[src/rtl/uart_pkg.sv]
// Shared UART definitions: baud divisors, Baud_Set decode, FSM states and parity modes.
// The receiver and transmitter both import this so their timing always agrees.
package uart_pkg;

    localparam int DIV_W = 13;

    localparam int PARITY_NONE = 0;
    localparam int PARITY_ODD  = 1;
    localparam int PARITY_EVEN = 2;

    typedef enum logic [2:0] {
        ST_IDLE,
        ST_START,
        ST_DATA,
        ST_PAR,
        ST_STOP
    } uart_state_t;

    // Terminal count of the bit divider: one line bit lasts (result + 1) clocks.
    function automatic logic [DIV_W-1:0] bps_dr_calc(input int baud, input int clk_ns);
        return DIV_W'(1_000_000_000 / baud / clk_ns - 1);
    endfunction

    localparam logic [DIV_W-1:0] BPS_DR_9600   = bps_dr_calc(9600, 20);
    localparam logic [DIV_W-1:0] BPS_DR_19200  = bps_dr_calc(19200, 20);
    localparam logic [DIV_W-1:0] BPS_DR_38400  = bps_dr_calc(38400, 20);
    localparam logic [DIV_W-1:0] BPS_DR_57600  = bps_dr_calc(57600, 20);
    localparam logic [DIV_W-1:0] BPS_DR_115200 = bps_dr_calc(115200, 20);

    // Codes 5-7 fall back to 9600 so an out-of-range setting still yields a usable line.
    function automatic logic [DIV_W-1:0] baud_decode(input logic [2:0] baud_set, input int clk_ns);
        case (baud_set)
            3'd1:    return bps_dr_calc(19200, clk_ns);
            3'd2:    return bps_dr_calc(38400, clk_ns);
            3'd3:    return bps_dr_calc(57600, clk_ns);
            3'd4:    return bps_dr_calc(115200, clk_ns);
            default: return bps_dr_calc(9600, clk_ns);
        endcase
    endfunction

endpackage

[src/rtl/uart_baud_cnt.sv]
// Enable-gated bit-period divider: bit_end marks the last clock of each period.
// Held at zero while disabled so every enabled run starts on a fresh period.
module uart_baud_cnt
    import uart_pkg::*;
(
    input  logic             Clk,
    input  logic             Reset,
    input  logic             en,
    input  logic [DIV_W-1:0] Bps_DR,
    output logic             bit_end
);

    logic [DIV_W-1:0] div_cnt_reg;

    always_ff @(posedge Clk) begin
        if (Reset || !en) begin
            div_cnt_reg <= '0;
        end else if (div_cnt_reg == Bps_DR) begin
            div_cnt_reg <= '0;
        end else begin
            div_cnt_reg <= div_cnt_reg + 1'b1;
        end
    end

    assign bit_end = en && (div_cnt_reg == Bps_DR);

endmodule

[src/rtl/uart_byte_tx.sv]
// UART byte transmitter: one accepted Send_En produces one start/8-data/[parity]/stop frame.
// The line is registered from the current state, so it trails the FSM by one clock.
module uart_byte_tx
    import uart_pkg::*;
#(
    parameter int PARITY        = PARITY_NONE,
    parameter int CLK_PERIOD_NS = 20
) (
    input  logic       Clk,
    input  logic       Reset,
    input  logic [2:0] Baud_Set,
    input  logic [7:0] Data,
    input  logic       Send_En,
    output logic       uart_tx,
    output logic       Tx_Busy,
    output logic       Tx_Done
);

    uart_state_t      state_reg, state_next;
    logic [2:0]       bit_idx_reg, bit_idx_next;
    logic [7:0]       data_reg;
    logic [DIV_W-1:0] bps_dr_reg;
    logic             tx_reg, tx_next;
    logic             done_reg, done_next;
    logic             bit_end;
    logic             accept;
    logic             parity_bit;
    logic [DIV_W-1:0] dr_table [8];

    genvar gi;
    generate
        for (gi = 0; gi < 8; gi++) begin : g_dr_table
            assign dr_table[gi] = baud_decode(3'(gi), CLK_PERIOD_NS);
        end
    endgenerate

    assign accept     = Send_En && (state_reg == ST_IDLE);
    assign parity_bit = (PARITY == PARITY_ODD) ? ~^data_reg : ^data_reg;

    uart_baud_cnt u_baud_cnt (
        .Clk     (Clk),
        .Reset   (Reset),
        .en      (state_reg != ST_IDLE),
        .Bps_DR  (bps_dr_reg),
        .bit_end (bit_end)
    );

    always_comb begin
        state_next   = state_reg;
        bit_idx_next = bit_idx_reg;
        tx_next      = 1'b1;
        done_next    = 1'b0;
        case (state_reg)
            ST_IDLE: begin
                bit_idx_next = '0;
                if (accept) state_next = ST_START;
            end
            ST_START: begin
                tx_next = 1'b0;
                if (bit_end) state_next = ST_DATA;
            end
            ST_DATA: begin
                tx_next = data_reg[bit_idx_reg];
                if (bit_end) begin
                    if (bit_idx_reg == 3'd7) begin
                        bit_idx_next = '0;
                        state_next   = (PARITY != PARITY_NONE) ? ST_PAR : ST_STOP;
                    end else begin
                        bit_idx_next = bit_idx_reg + 3'd1;
                    end
                end
            end
            ST_PAR: begin
                tx_next = parity_bit;
                if (bit_end) state_next = ST_STOP;
            end
            ST_STOP: begin
                if (bit_end) begin
                    state_next = ST_IDLE;
                    done_next  = 1'b1;
                end
            end
            default: state_next = ST_IDLE;
        endcase
    end

    always_ff @(posedge Clk) begin
        if (Reset) begin
            state_reg   <= ST_IDLE;
            bit_idx_reg <= '0;
            tx_reg      <= 1'b1;
            done_reg    <= 1'b0;
            data_reg    <= '0;
            bps_dr_reg  <= BPS_DR_9600;
        end else begin
            state_reg   <= state_next;
            bit_idx_reg <= bit_idx_next;
            tx_reg      <= tx_next;
            done_reg    <= done_next;
            // Frame parameters are frozen here; input changes mid-frame are ignored.
            if (accept) begin
                data_reg   <= Data;
                bps_dr_reg <= dr_table[Baud_Set];
            end
        end
    end

    assign uart_tx = tx_reg;
    assign Tx_Done = done_reg;
    assign Tx_Busy = (state_reg != ST_IDLE);

endmodule

[config.mk]
export PLATFORM = sky130hd
export DESIGN_NAME = uart_byte_tx
export DESIGN_NICKNAME = d
export VERILOG_FILES = /design/src/rtl/uart_pkg.sv /design/src/rtl/uart_baud_cnt.sv /design/src/rtl/uart_byte_tx.sv
export SDC_FILE = /design/constraint.sdc
export NUM_CORES = 1
export LEC_CHECK = 0
export CORE_AREA = 2 2 62 64
export DETAILED_ROUTE_END_ITERATION = 8
export DIE_AREA = 0 0 64 66
export GPL_ROUTABILITY_DRIVEN = 0
export PLACE_DENSITY = 0.73
export SLEW_MARGIN = 10
export SYNTH_ARGS = -nofsm -noshare
export SYNTH_HDL_FRONTEND = slang
export SYNTH_SLANG_ARGS = --single-unit
[constraint.sdc]
create_clock -name Clk -period 2.1 [get_ports Clk]
set_input_delay 0.21 -clock Clk [delete_from_list [all_inputs] [get_ports Clk]]
set_output_delay 0.21 -clock Clk [all_outputs]
set_load 0.05 [all_outputs]
==> flow_metrics.tcl <==
set metrics [dict create \
    cts_sinks 39 \
    setup_violations 0 \
    synth_fp_nets 242 \
    final_cell_mix "dfxtp_1 (39), nand2_1 (29), nor2_1 (28), xnor2_1 (20)" \
    setup.worst_path.end_class "flop" \
    pwr-share-clk_pct 35.3 \
    worstMarginPinSlew_ps 488.5 \
    core_area_um2 3551 \
    clock_latency_ps 350 \
    synth_top_area_cell "dfxtp_1" \
    drv_slew 0 \
    layout_commonest_cell "dfxtp_1" \
    comb_power_share_pct 11.9 \
    holdBufCountCts 0 \
    status "finished, final reports clean" \
    yosysUniqueCellTypes 36 \
    wl_mm 3.550 \
    yosysWarnings 0 \
    grtUsageTotal_pct 19.21 \
    vias_per_cell 5.211 \
    crit_path_start_kind "flop" \
    antenna_found_initial 0 \
    grt_use_met1_pct 24.63 \
    htree_levels 2 \
    num_io_pins 17 \
    irDropWorstVdd_mv 0.4251 \
    cts_made_buffers 5 \
    overflow 0 \
    die_y_um 66 \
    hold_viol 0 \
    grt_pass1_vias 1376 \
    nNetsFinal 256 \
    synth_area_per_cell_um2 8.640 \
    relSlewSlack_pct 67.33 \
    crit_family "simple AND/OR/NAND/NOR gates" \
    cts_tree "done" \
    grt_util_met3_pct 4.259 \
    via_count 1480 \
    cp_max_fo 14 \
    drv_cap 0 \
    cts_root_buf "clkbuf_4" \
    swShare_pct 24.44 \
    largest_reg_flops 13 \
    p_int_mw 1.135 \
    power.leakage_nw 0.8180 \
    dr.pass1.iters 4 \
    syn_inst 221 \
    postCtsSetupBuffers 0 \
    crit_required_ps 2380 \
    rows 22 \
    synth_top_area_share_pct 40.89 \
    switchingPower_mw 0.3670 \
    dieArea_um2 4224 \
    drc 0 \
    fin_skew_ps 4.220 \
    dr.first_iter.drc_count 73 \
    diodes 0 \
    worst_hold_slack_ps 389.7 \
    clockBufferDepth 2 \
    hp-class "primary input to flop" \
    path_cells "and3_1 > nor2_1 > or4_4 > or4b_1 > a21oi_1" \
    power.density_nw_per_um2 695.7 \
    grt_max_degree 20 \
    max_stage_delay_ps 620 \
    finalCritPeriodShare_pct 94.36 \
    clk_pin_slew_ps 110 \
    hpwl_mm 2.556 \
    worstPathArrival_ps 2270 \
    met2_usage_pct 29.69 \
    crit_buf_inv 0 \
    ant_nets 0 \
    ys_ff_latch 39 \
    seqPwrFrac_pct 52.7 \
    die_w_um 64 \
    start_util_pct 53.77 \
    async_reset_ff_share_pct 0 \
    worstSetupPathType "flop to flop" \
    finalCriticalPeriod_ps 1982 \
    area_growth_syn_to_layout_pct 13.04 \
    synth_edf_count 0 \
    grt_pass1_wl_mm 6.106 \
    synth.area.top_cells "dfxtp_1 (41%), xnor2_1 (9.2%), nand2_1 (5.7%)" \
    synth-main-ff-cell "dfxtp_1" \
    post_drt_wl_per_cell_um 12.50 \
    critPathSlowestCell "or4_4" \
    max_freq_mhz 504.6 \
    io_buffer_count 16 \
    grt-busiest-layer "met2" \
    rsz0062_at_grt "no" \
    synth_area_um2 1909 \
    layout-drive-gt1-share_pct 8.051 \
    ys_seq_area_share_pct 40.89 \
    fin_tns_setup_ps 0 \
]
==> synth_stat cells, types with 5 or more instances <==
cell type	n
a21oi_1	15
clkbuf_1	5
nand2_1	29
and3_1	11
dfxtp_1	39
ha_1	7
nor3_1	6
xnor2_1	20
nand3_1	7
xor2_1	6
nor2_1	28
inv_1	5
==> repair_timing <==
item	CTS	global route
pin swaps	0	0
resized for setup	1	2
hold endpoints to repair	0	0
gates cloned	0	0
setup endpoints to repair	1	1
==> worst register-to-register path, stage by stage (launching register included) <==
cell and delay, ps:
dfxtp_1 420, and3_1 170, nor2_1 40, or4_4 620, or4b_1 490, a21oi_1 160
==> per-stage QoR <==
step	worst slack (ps)	area, µm²	total power [mW]	instances	utilization, %
floorplan	317.5	1909	0.9333	221	-
CTS	76.02	2162	1.518	284	60.89
global route	35.50	2158	1.576	284	60.78
detailed placement	135.7	2077	0.9893	276	58.49
finish	118.3	2158	1.502	284	60.78
global placement	204.8	2077	0.9879	276	58.49
==> cell type report <==
type,count,area (µm²)
clock buffer,6,51.30
clock inverter,2,35.03
fill,306,1393
inverter,5,18.77
multi-input combinational,166,1042
sequential,39,780.7
tap,48,60.06
timing repair buffer,18,170.2
==> power groups by stage <==
stage / sequential (mW) / clock (mW) / combinational [mW]
after floorplan: 0.803 / 0 / 0.130
after global placement: 0.808 / 0 / 0.180
after detailed placement: 0.808 / 0 / 0.181
after CTS: 0.792 / 0.545 / 0.181
after global routing: 0.796 / 0.578 / 0.201
final: 0.792 / 0.531 / 0.179
==> logic make-up after synthesis <==
logic type | count (synthesis) | synth area share (%)
AOI/OAI and AO/OA | 31 | 9.961
xor gates and xnor gates | 26 | 11.93
adders and majority gates | 7 | 4.587
buffers and inverters | 16 | 4.521
DFF | 39 | 40.89
muxes | 3 | 2.883
and+or+nand+nor | 99 | 25.23
==> metal layers <==
layer / routed length [µm] / up-vias
met5: 0 / -
met3: 161 / 6
met4: 63 / 0
li1: - / 783
met1: 1755 / 659
met2: 1569 / 32
==> path summary, 6_finish.rpt <==
path,startpoint,endpoint,slack [ps],cells after the start
hold reg to reg,data_reg[1],data_reg[1],490,2
hold / removal,Data[1],data_reg[1],390,3
setup / recovery,u_baud_cnt.div_cnt_reg[2],state_reg[2],120,5
setup reg to reg,u_baud_cnt.div_cnt_reg[2],state_reg[2],120,5
No activity file was read; power rests on OpenSTA's default activity.
